$ cat src/rtl/job_dispatcher.sv
// Operand FIFO feeding a series engine through a three-state handshake FSM,
// with a single-entry result slot and a completed-job counter.
module job_dispatcher #(
   parameter int DW    = 16,
   parameter int DEPTH = 4
) (
   input  logic                     clk,
   input  logic                     rst,
   input  logic                     in_valid,
   input  logic [DW-1:0]            in_data,
   output logic                     in_ready,
   output logic                     start,
   output logic [DW-1:0]            xbus,
   input  logic                     eng_ready,
   input  logic [DW-1:0]            eng_result,
   output logic                     out_valid,
   output logic [DW-1:0]            out_data,
   input  logic                     out_ready,
   output logic                     busy,
   output logic [$clog2(DEPTH):0]   fifo_count,
   output logic [7:0]               jobs_done
);

   localparam int AW = $clog2(DEPTH);
   localparam logic [AW:0] FULL = (AW+1)'(DEPTH);
   localparam logic [AW:0] ONE  = (AW+1)'(1);

   typedef enum logic [1:0] {IDLE, LAUNCH, WAIT} state_t;

   state_t          state, state_nxt;
   logic [DW-1:0]   mem [DEPTH];
   logic [AW-1:0]   wr_ptr, rd_ptr;
   logic            push, pop, capture;

   assign in_ready = (fifo_count != FULL);
   assign push     = in_valid && in_ready;
   assign pop      = capture;
   assign busy     = (state != IDLE);
   // Head is only popped at capture, so the engine sees a stable operand
   // for the whole job.
   assign xbus     = mem[rd_ptr];

   always_ff @(posedge clk) begin
      if (push) mem[wr_ptr] <= in_data;
   end

   always_ff @(posedge clk or negedge rst) begin
      if (!rst) begin
         wr_ptr     <= '0;
         rd_ptr     <= '0;
         fifo_count <= '0;
      end else begin
         if (push) wr_ptr <= wr_ptr + 1'b1;
         if (pop)  rd_ptr <= rd_ptr + 1'b1;
         case ({push, pop})
            2'b10:   fifo_count <= fifo_count + ONE;
            2'b01:   fifo_count <= fifo_count - ONE;
            default: fifo_count <= fifo_count;
         endcase
      end
   end

   always_ff @(posedge clk or negedge rst) begin
      if (!rst) state <= IDLE;
      else      state <= state_nxt;
   end

   always_comb begin
      state_nxt = state;
      start     = 1'b0;
      capture   = 1'b0;
      case (state)
         IDLE: begin
            // A held result blocks relaunch, which also keeps the capture
            // cycle from chaining straight into a new launch.
            if (fifo_count != '0 && eng_ready && !out_valid) state_nxt = LAUNCH;
         end
         LAUNCH: begin
            start = 1'b1;
            if (!eng_ready) state_nxt = WAIT;
         end
         WAIT: begin
            if (eng_ready) begin
               capture   = 1'b1;
               state_nxt = IDLE;
            end
         end
         default: state_nxt = IDLE;
      endcase
   end

   always_ff @(posedge clk or negedge rst) begin
      if (!rst) begin
         out_valid <= 1'b0;
         out_data  <= '0;
         jobs_done <= '0;
      end else begin
         if (capture) begin
            out_valid <= 1'b1;
            out_data  <= eng_result;
            jobs_done <= jobs_done + 8'd1;
         end else if (out_valid && out_ready) begin
            out_valid <= 1'b0;
         end
      end
   end

endmodule

$ cat config.mk
export PLATFORM = sky130hd
export DESIGN_NAME = job_dispatcher
export DESIGN_NICKNAME = d
export VERILOG_FILES = /design/src/rtl/job_dispatcher.sv
export SDC_FILE = /design/constraint.sdc
export NUM_CORES = 1
export LEC_CHECK = 0
export CORE_ASPECT_RATIO = 0.75
export CORE_UTILIZATION = 50
export DETAILED_ROUTE_END_ITERATION = 16
export PLACE_DENSITY = 0.79
export RECOVER_POWER = 100
export SLEW_MARGIN = 20
export SYNTH_ARGS = -nofsm -noshare
export SYNTH_HDL_FRONTEND = slang
export SYNTH_SLANG_ARGS = --single-unit
$ cat constraint.sdc
create_clock -name clk -period 2.8 [get_ports clk]
set_input_delay 0.56 -clock clk [delete_from_list [all_inputs] [get_ports clk]]
set_output_delay 0.56 -clock clk [all_outputs]
set_load 0.02 [all_outputs]
==> summary.txt, run 1 <==
Run status
  • Outcome: finished, violations left
  • Failing checks: capacitance limit, slew limit

Yosys
  • Post-Synthesis Cells: 230
  • Yosys cell types: 29
  • Warnings, synthesis: 0
  • #FFs+latches synth: 98
  • Syn avg cell area: 16.52 um2
  • Sequential area share after synthesis: 0.7299
  • Area share of the largest cell type after synthesis: 0.5059
  • Syn_nets: 274
  • Top cells by area, synth: edfxtp_1 51%, dfrtp_1 22%, mux4_2 9.5%
  • Post-Syn Area: 3799 um2
  • Yosys top cell by area: edfxtp_1

Timing
  • Final period utilization: 0.9487
  • Final Critical Period: 2.656 ns
  • Clock Skews: 0.01012 ns
  • Fin. Hold Viols: 0
  • Max Slew Vio Count: 35
  • Slew Limit Headroom: -0.2174
  • Post-route setup TNS: 0 ns
  • Worst Tran Pin Value: 1.826 ns
  • Fmax: 376.4 MHz
  • Setup Viol. Count Final: 0
  • RSZ-0062 raised after global routing: false

GRT
  • GRT Util Overall: 0.1885
  • Vias in the first global route: 2,219
  • Antenna violations before repair: 0
  • First-pass GRT wire length: 10.87 mm
  • Total grt overflow: 0
  • Maximum number of pins on one net before global-route repair: 35

Setup path
  • Critical Path RT: 2.24 ns
  • Crit path max-delay family: buffers and inverters
  • Critical path class: reg -> out
  • Worst-case reg-to-reg path depth: 9
  • Startpoint Class: register
  • Crit path buffers/inverters: 2
  • Worst path max stage delay: 0.68 ns
  • Crit path DAT: 2.10 ns
  • Max FO, Critical Path: 8
  • CP Depth: 3
  • Worst setup EP type: primary output
  • Crit-path slowest cell: dlygate4sd3_1
  • Crit path cell chain: buf_4, mux4_2, dlygate4sd3_1

Placement
  • I/O Buffers: 83
  • Routability cong.: 0.7554
  • Post-DP HPWL: 4.502 mm

Detailed routing
  • Routed WL per cell: 15.73 um
  • Routed vias: 2,120
  • # DRC: 0
  • Via/cell ratio: 4.953
  • DR iter-0 viols: 66
  • Final antenna-violating net count: 0
  • DRT Pass-1 Iters: 4
  • Routed WL: 6.732 mm

Flow run
  • Max-cap violations: 1

Clock tree
  • Root buf cell: clkbuf_8
  • # resized after CTS: 0
  • H-tree levels: 3
  • CTS sink count: 98
  • Hold Buf Count CTS: 0
  • Clk slew on worst S/H paths: 0.09 ns
  • Postcts setup bufs: 0
  • CTS max path bufs: 2
  • Clk_lat worst skew: 0.34 ns
  • TritonCTS clock tree: built
  • TritonCTS Buffers: 9

Power
  • Worst IR Drop VDD: 603.4 uV
  • Pleak: 1.984 nW
  • Pwr Density: 1048 nW/um2
  • Total power draw: 5.207 mW

Final layout
  • Commonest non-fill, non-tap cell in the layout: edfxtp_1
  • P&R area growth vs syn: 30.80%
  • Register area: 2773 um2
  • Layout cells sized above 1: 0.1070
  • Nets: 366
  • Most frequent cells in the layout: 64 x edfxtp_1, 54 x nand2_1, 54 x dlygate4sd3_1, 34 x dfrtp_1, 29 x clkdlybuf4s50_1
  • Multi-input gate area: 942.2 um2
  • Fillers: 507
  • Ant diodes: 0

Floorplanning
  • Die W: 102.6 um
  • Num ports: 84
  • Die area: 7953 um2
  • # rows: 27
  • CORE AREA: 7331 um2
  • Initial core utilization: 0.5182
  • DIE HEIGHT: 77.49 um

Worst hold path
  • Tightest Hold Check Type: reg -> reg
  • Hold path cells: 1
[cells by family after synthesis]
family | synth area share
and+or+nand+nor | 0.08927
muxes | 0.1014
DFF | 0.7299
buffers and inverters | 0.01943
AOI/OAI and AO/OA | 0.002633
xor gates and xnor gates | 0.03228
adders and majority gates | 0.02503
[state kept, by name, indices dropped and copies added, names as in the netlist]
| register | cells |
|---|---|
| mem | 64 |
| jobs_done | 8 |
| wr_ptr | 2 |
| out_data | 16 |
| rd_ptr | 2 |
| state | 2 |
| fifo_count | 3 |
| out_valid | 1 |
[path summary, 6_finish.rpt]
check	startpoint	slack (ns)	to
hold / removal	jobs_done[7]$_DFFE_PN0P_	0.47	jobs_done[7]$_DFFE_PN0P_
setup / recovery	rd_ptr[0]$_DFFE_PN0P_	0.14	xbus[12]
hold reg to reg	jobs_done[7]$_DFFE_PN0P_	0.47	jobs_done[7]$_DFFE_PN0P_
max in group asynchronous	rst	0.52	rd_ptr[1]$_DFFE_PN0P_
min in group asynchronous	rst	1.24	out_data[6]$_DFFE_PN0P_
setup reg to reg	fifo_count[0]$_DFFE_PN0P_	0.47	fifo_count[2]$_DFFE_PN0P_
[area by class of cell]
type | instances | area share
Sequential cell | 98 | 0.5580
Timing Repair Buffer | 89 | 0.1740
Tap cell | 101 | 0.02543
Clock buffer | 10 | 0.02569
Inverter | 8 | 0.006044
Multi-Input combinational cell | 116 | 0.1896
Clock inverter | 6 | 0.02115
[synth_stat cells]
master and number:
edfxtp_1 64, nand2_1 54, dfrtp_1 34, mux4_2 16, xnor2_1 9, inv_1 8
ha_1 6, buf_2 5, xor2_1 5, and3_2 4, nand4_1 3, nor2_1 3
buf_4 2, nor3_1 2, a21oi_1 1, and2_4 1, and3_1 1, clkbuf_1 1
fa_1 1, mux2_4 1, mux2i_1 1, nand3_1 1, nand3b_1 1, nor2b_1 1
nor3b_1 1, o21ai_0 1, or2_2 1, or3_2 1, or3b_4 1
[routing by layer]
| metal | up-vias | wire length, um | track usage |
|---|---|---|---|
| met5 | - | 0 | 0 |
| li1 | 1005 | - | - |
| met2 | 41 | 3386 | 0.3087 |
| met4 | 0 | 103 | 0.06857 |
| met3 | 8 | 215 | 0.04414 |
| met1 | 1066 | 3027 | 0.2463 |
[through the flow]
| stage | hold slack [ns] | setup WS [ns] | area, um2 | cells | util |
|---|---|---|---|---|---|
| 6_report | 0.4720 | 0.1436 | 4969 | 428 | 0.6778 |
| 5_1_grt | 0.5036 | 0.05915 | 4969 | 428 | 0.6778 |
| 4_1_cts | 0.4816 | 0.1476 | 4990 | 428 | 0.6807 |
| 3_5_place_dp | 0.4615 | 0.3765 | 4757 | 412 | 0.6489 |
| 3_3_place_gp | 0.4574 | 0.4864 | 4757 | 412 | 0.6489 |
| 2_1_floorplan | 0.2644 | 0.5910 | 3799 | 230 | - |
[report_power, final]
part | internal (mW) | switching [mW]
clock | 0.588 | 0.441
sequential | 1.96 | 0.201
combinational | 0.954 | 1.07
No activity file was read; power rests on OpenSTA's default activity.
==> inputs of run 2 (changes only) <==
- CELL_PAD_IN_SITES_DETAIL_PLACEMENT: default -> 1
- CELL_PAD_IN_SITES_GLOBAL_PLACEMENT: default -> 2
- CORE_UTILIZATION: 50 -> 35
- CTS_CLUSTER_SIZE: default -> 20
- PLACE_DENSITY: 0.79 -> default
- PLACE_DENSITY_LB_ADDON: default -> 0.1
- REMOVE_ABC_BUFFERS: default -> 1
==> summary.txt, run 2 (same netlist as run 1, synthesis figures left out) <==
Setup path
  • Worst Setup SP: rd_ptr[0]$_DFFE_PN0P_
  • Startpoint Class: register
  • FF-to-FF End: fifo_count[2]$_DFFE_PN0P_
  • Crit path capture: xbus[14]
  • Worst setup EP type: primary output
  • Critical path class: reg -> out
  • Crit path DAT: 2.09 ns (about the same)
  • Worst-case reg-to-reg path depth: 9 (unchanged)
  • R2R setup slack: 0.45 ns (-0.02 ns)
  • Critical Path RT: 2.24 ns (about the same)
  • Worst r2r src: fifo_count[1]$_DFFE_PN0P_
  • Max FO, Critical Path: 10 (+2)

Floorplanning
  • # rows: 32 (+19%)
  • Die W: 122.3 um (+19%)
  • Die area: 11,280 um2 (+42%)
  • DIE HEIGHT: 92.22 um (+19%)
  • CORE AREA: 10,410 um2 (+42%)
  • Num ports: 84 (unchanged)
  • Initial core utilization: 0.3649 (-0.1533)

Timing
  • Hold_ws: 0.4575 ns (-0.01449 ns)
  • Clock Skews: 0.002936 ns (-0.007184 ns)
  • Fin. Hold Viols: 0 (unchanged)
  • Max Slew Vio Count: 0 (-100%)
  • Final period utilization: 0.9468 (-0.001915)
  • Fmax: 377.2 MHz (+0.20%)
  • Final Critical Period: 2.651 ns (-0.005361 ns)
  • Setup Viol. Count Final: 0 (unchanged)
  • RSZ-0062 raised after global routing: false
  • Slew Limit Headroom: 0.2047 (+0.4221)
  • Post-route setup TNS: 0 ns (unchanged)
  • Worst Tran Pin Value: 1.193 ns (-0.6332 ns)

GRT
  • Vias in the first global route: 2,311 (+4.1%)
  • Maximum number of pins on one net before global-route repair: 35 (unchanged)
  • First-pass GRT wire length: 12.39 mm (+14%)
  • Antenna violations before repair: 0 (unchanged)
  • GRT Util Overall: 0.1501 (-0.03839)
  • Total grt overflow: 0 (unchanged)

Clock tree
  • H-tree levels: 3 (unchanged)
  • Clk slew on worst S/H paths: 0.07 ns (-0.02 ns)
  • CTS max path bufs: 2 (unchanged)
  • Root buf cell: clkbuf_16
  • TritonCTS clock tree: built
  • TritonCTS Buffers: 9 (unchanged)
  • Hold Buf Count CTS: 0 (unchanged)
  • CTS sink count: 98 (unchanged)
  • Clk_lat worst skew: 0.34 ns (about the same)

Final layout
  • Nets: 366 (unchanged)
  • Fin cells: 463 (+8.2%)
  • Most frequent cells in the layout: 64 x edfxtp_1, 54 x nand2_1, 53 x dlygate4sd3_1, 33 x dfrtp_1, 30 x clkdlybuf4s50_1
  • Max reg flops: 64 (unchanged)
  • Largest registers: mem (64), out_data (16), jobs_done (8)
  • Top reg by flops: mem
  • Layout cells sized above 1: 0.1131 (+0.006116)
  • Fillers: 1,034 (+100%)
  • P&R area growth vs syn: 33.56%
  • Commonest non-fill, non-tap cell in the layout: edfxtp_1
  • Final core occ: 0.4874 (-0.1904)
  • Ant diodes: 0 (unchanged)

Flow run
  • Max-cap violations: 0 (-1)

Power
  • Reg power frac: 0.399 (-0.015)
  • Combinational share of power: 0.377 (-0.011)
  • Switch share: 0.3329 (+0.004508)
  • Net Sw Power: 1.806 mW (+5.6%)
  • Pwr Density: 1070 nW/um2 (+2.1%)
  • Pleak: 2.012 nW (+1.4%)
  • Worst IR Drop VDD: 444.9 uV (-26%)
  • Clock share of power: 0.224 (+0.026)
  • Internal power: 3.620 mW (+3.5%)

Run status
  • Outcome: complete, no violations

Detailed routing
  • DR iter-0 viols: 120 (+82%)
  • Routed WL per cell: 16.80 um (+6.8%)
  • DRT Pass-1 Iters: 4 (unchanged)
  • Routed vias: 2,182 (+2.9%)
  • Routed WL: 7.778 mm (+16%)
  • # DRC: 0 (unchanged)
  • Final antenna-violating net count: 0 (unchanged)
  • Via/cell ratio: 4.713 (-4.9%)

Worst hold path
  • Tightest Hold Check Type: reg -> reg

Placement
  • I/O Buffers: 83 (unchanged)
  • Post-DP HPWL: 5.044 mm (+12%)
  • Routability cong.: 0.6270 (-17%)
  • Placed cells: 447 (+8.5%)
-- run 2: repair_timing --
| item | 4_1_cts | 5_1_grt |
|---|---|---|
| buffers inserted | 0 | 0 |
| endpoints found under the hold margin | 0 | 0 |
| endpoints found under the setup margin | 0 | 6 |
| resized for setup | 0 | 1 |
-- run 2: area by class of cell --
class,count,area [um2],area share
clock inverters,4,51.30,0.01011
repair buffers,89,869.6,0.1714
well taps,136,170.2,0.03354
flip-flops and latches,98,2774,0.5467
clock buffers,12,236.5,0.04661
inverters,8,30.03,0.005919
multi-input cells,116,942.2,0.1857
-- run 2: stage by stage --
stage	area, um2	worst slack [ns]	power [mW]
floorplan	3755	0.1006	3.371
global placement	4813	0.4237	4.378
detailed placement	4813	0.3896	4.395
CTS	5101	0.02165	5.618
global route	5074	0.05520	5.730
finish	5074	0.1489	5.426
-- run 2: per-layer routing --
| metal | vias up | GRT usage | share of wire |
|---|---|---|---|
| met5 | - | 0 | 0 |
| met4 | 0 | 0.04878 | 0.0099 |
| met3 | 6 | 0.04540 | 0.041 |
| met2 | 46 | 0.2154 | 0.46 |
| li1 | 1006 | - | - |
| met1 | 1124 | 0.2160 | 0.48 |
-- run 2: how the worst min path moves through the flow --
stage	from	slack, ns	cells past startpoint	end
after floorplan	rst	0.26	0	fifo_count[0]$_DFFE_PN0P_
after global placement	out_data[9]$_DFFE_PN0P_	0.46	2	out_data[9]$_DFFE_PN0P_
after detailed placement	jobs_done[7]$_DFFE_PN0P_	0.46	1	jobs_done[7]$_DFFE_PN0P_
after CTS	jobs_done[7]$_DFFE_PN0P_	0.47	1	jobs_done[7]$_DFFE_PN0P_
after global routing	out_data[7]$_DFFE_PN0P_	0.49	2	out_data[7]$_DFFE_PN0P_
final	jobs_done[7]$_DFFE_PN0P_	0.46	1	jobs_done[7]$_DFFE_PN0P_
-- run 2: worst max-delay path: stages, from the launching register on --
cell	delay (ns)
dfrtp_2	0.44
buf_6	0.21
mux4_2	0.54
clkdlybuf4s50_1	0.55
-- run 2: power by group through the flow --
stage	Clock, mW	Combinational (mW)	Sequential (mW)
final	1.22	2.05	2.16
after global routing	1.30	2.22	2.21
after CTS	1.24	2.20	2.18
after detailed placement	0	2.19	2.20
after global placement	0	2.19	2.19
after floorplan	0	0.960	2.41
==> RTL change: new RTL, settings of run 1 <==
Register the output `fifo_count` once more, without a reset; this adds one clock of latency there. The other outputs are not delayed to match.
--- a/src/rtl/job_dispatcher.sv
+++ b/src/rtl/job_dispatcher.sv
@@ -29,2 +29,4 @@
 
+   logic [$clog2(DEPTH):0] fifo_count_s0;
+
    state_t          state, state_nxt;
@@ -34,3 +36,3 @@
 
-   assign in_ready = (fifo_count != FULL);
+   assign in_ready = (fifo_count_s0 != FULL);
    assign push     = in_valid && in_ready;
@@ -50,3 +52,3 @@
          rd_ptr     <= '0;
-         fifo_count <= '0;
+         fifo_count_s0 <= '0;
       end else begin
@@ -55,5 +57,5 @@
          case ({push, pop})
-            2'b10:   fifo_count <= fifo_count + ONE;
-            2'b01:   fifo_count <= fifo_count - ONE;
-            default: fifo_count <= fifo_count;
+            2'b10:   fifo_count_s0 <= fifo_count_s0 + ONE;
+            2'b01:   fifo_count_s0 <= fifo_count_s0 - ONE;
+            default: fifo_count_s0 <= fifo_count_s0;
          endcase
@@ -75,3 +77,3 @@
             // cycle from chaining straight into a new launch.
-            if (fifo_count != '0 && eng_ready && !out_valid) state_nxt = LAUNCH;
+            if (fifo_count_s0 != '0 && eng_ready && !out_valid) state_nxt = LAUNCH;
          end
@@ -107,2 +109,6 @@
 
+   always_ff @(posedge clk) begin
+      fifo_count <= fifo_count_s0;
+   end
+
 endmodule
Check against the original RTL: not equivalent (Yosys sat finds a counterexample within 4 cycles, from zero or initial values and one cycle with rst low).
==> RTL change against run 1 <==
The flow still finishes with violations (capacitance limit, slew limit). Area after synthesis increased by 1.6%. Routed wire length increased by 5.1%. Total power increased by 2.2%. Die area increased by 1.5%. Sequential cell count increased by 3. Critical endpoint is now xbus[7]. Worst setup slack got worse by 0.013 ns. Sequential share of layout area increased by 0.47 points. Design area increased by 1.3%. Clock skew increased by 0.0019 ns.
==> RTL change: results <==
timing:
  worst_pin_slew_ns: 1.83
  finalClockSkew_ns: 0.0120
  final-setup-viol-count: 0
  slew_viol_final: 35
place:
  dp_slack_ns: 0.368
  place_hpwl_mm: 4.72
  dp.cells: 415
  gp_congestion: 0.741
  dpl_cell_area_sq_um: 4820
run_status:
  status: "finished with violations"
  violations: "capacitance limit, slew limit"
grt:
  grtUsageTotal: 0.196
  grt_pass1_vias: 2223
  antenna_found_initial: 0
cells_and_area:
  final_cells: 431
  fin_nets: 369
  final_layout_size_suffix_gt1_frac: 0.109
  syn_to_final_growth_pct: 30.4
  nFillCells: 514
critical_path:
  worstPathArrival_ns: 2.11
  crit_fanout: 7
  r2r_start: "fifo_count_s0[0]"
pwr:
  cellInternalPower_mw: 3.57
  ir_drop_v: 0.000529
  power_leakage_nw: 2.01
run:
  cap_violations: 1
min_path:
  worstHoldStart: "fifo_count_s0[1]"
drt:
  viasPerCell: 4.98
  routed_wl_mm: 7.08
  dr.first_iter.drc_count: 59
synth:
  ys_async_sr_fraction: 0.337
  synth.top_cells.by_area: "edfxtp_1 50%, dfrtp_1 22%, mux4_2 9.3%, nand2_1 5.3%, xnor2_1 2.0%"
  synth_common_cells: "64 x edfxtp_1, 54 x nand2_1, 34 x dfrtp_1, 16 x mux4_2, 9 x xnor2_1"
  syn_nets: 277
  ys_seq_area_frac: 0.734
  ys_types: 30
  synthFlopType: "edfxtp_1"
  postSynthCellCount: 233
cts:
  clk_latency_ns: 0.37
## RTL change: changes by cell type after synthesis, sizes merged
| cell | before | now |
|---|---|---|
| dfxtp | 0 | 3 |
## RTL change: final cells by class
cell class,instances,area share
clock buffers,10,0.0254
flip-flops and latches,101,0.563
multi-input cells,116,0.187
repair buffers,89,0.172
well taps,101,0.0251
clock inverters,6,0.0219
inverters,8,0.00597
## RTL change: final timing paths
kind | to | slack (ns) | depth (start not counted)
worst max-delay path | xbus[7] | 0.13 | 3
worst min-delay path | fifo_count[1] | 0.44 | 0
worst max register to register | fifo_count_s0[2] | 0.41 | 9
worst min register to register | fifo_count[1] | 0.44 | 0
max in group asynchronous | fifo_count_s0[1] | 0.51 | 2
min in group asynchronous | out_data[3] | 1.24 | 2
## RTL change: metal layers
| layer | wire, microns | track usage |
|---|---|---|
| met1 | 3080 | 0.257 |
| met2 | 3640 | 0.315 |
| met3 | 251 | 0.0623 |
| met4 | 98 | 0.0577 |
| met5 | 0 | 0 |
## RTL change: critical path, cell delays in order, from the launching register on
cell and delay, ns:
dfrtp_1 0.36, buf_4 0.19, mux4_2 0.54, dlygate4sd3_1 0.67
## RTL change: cell families (layout without fill, tap and decap cells)
kind of cell,count (synthesis),count (layout),share of synthesized area
DFF,101,101,0.734
buffers and inverters,16,113,0.0191
AOI/OAI and AO/OA,2,2,0.00259
and+or+nand+nor,75,75,0.0879
adders and majority gates,7,7,0.0246
xor gates and xnor gates,14,14,0.0318
muxes,18,18,0.0999
## RTL change: power groups by stage
stage          Clock [mW]  Sequential (mW)  Combinational [mW]
6_report             1.07             2.21                2.04
5_1_grt              1.14             2.26                2.21
4_1_cts              1.09             2.22                2.19
3_5_place_dp            0             2.25                2.18
3_3_place_gp            0             2.23                2.13
2_1_floorplan           0             2.40                1.09
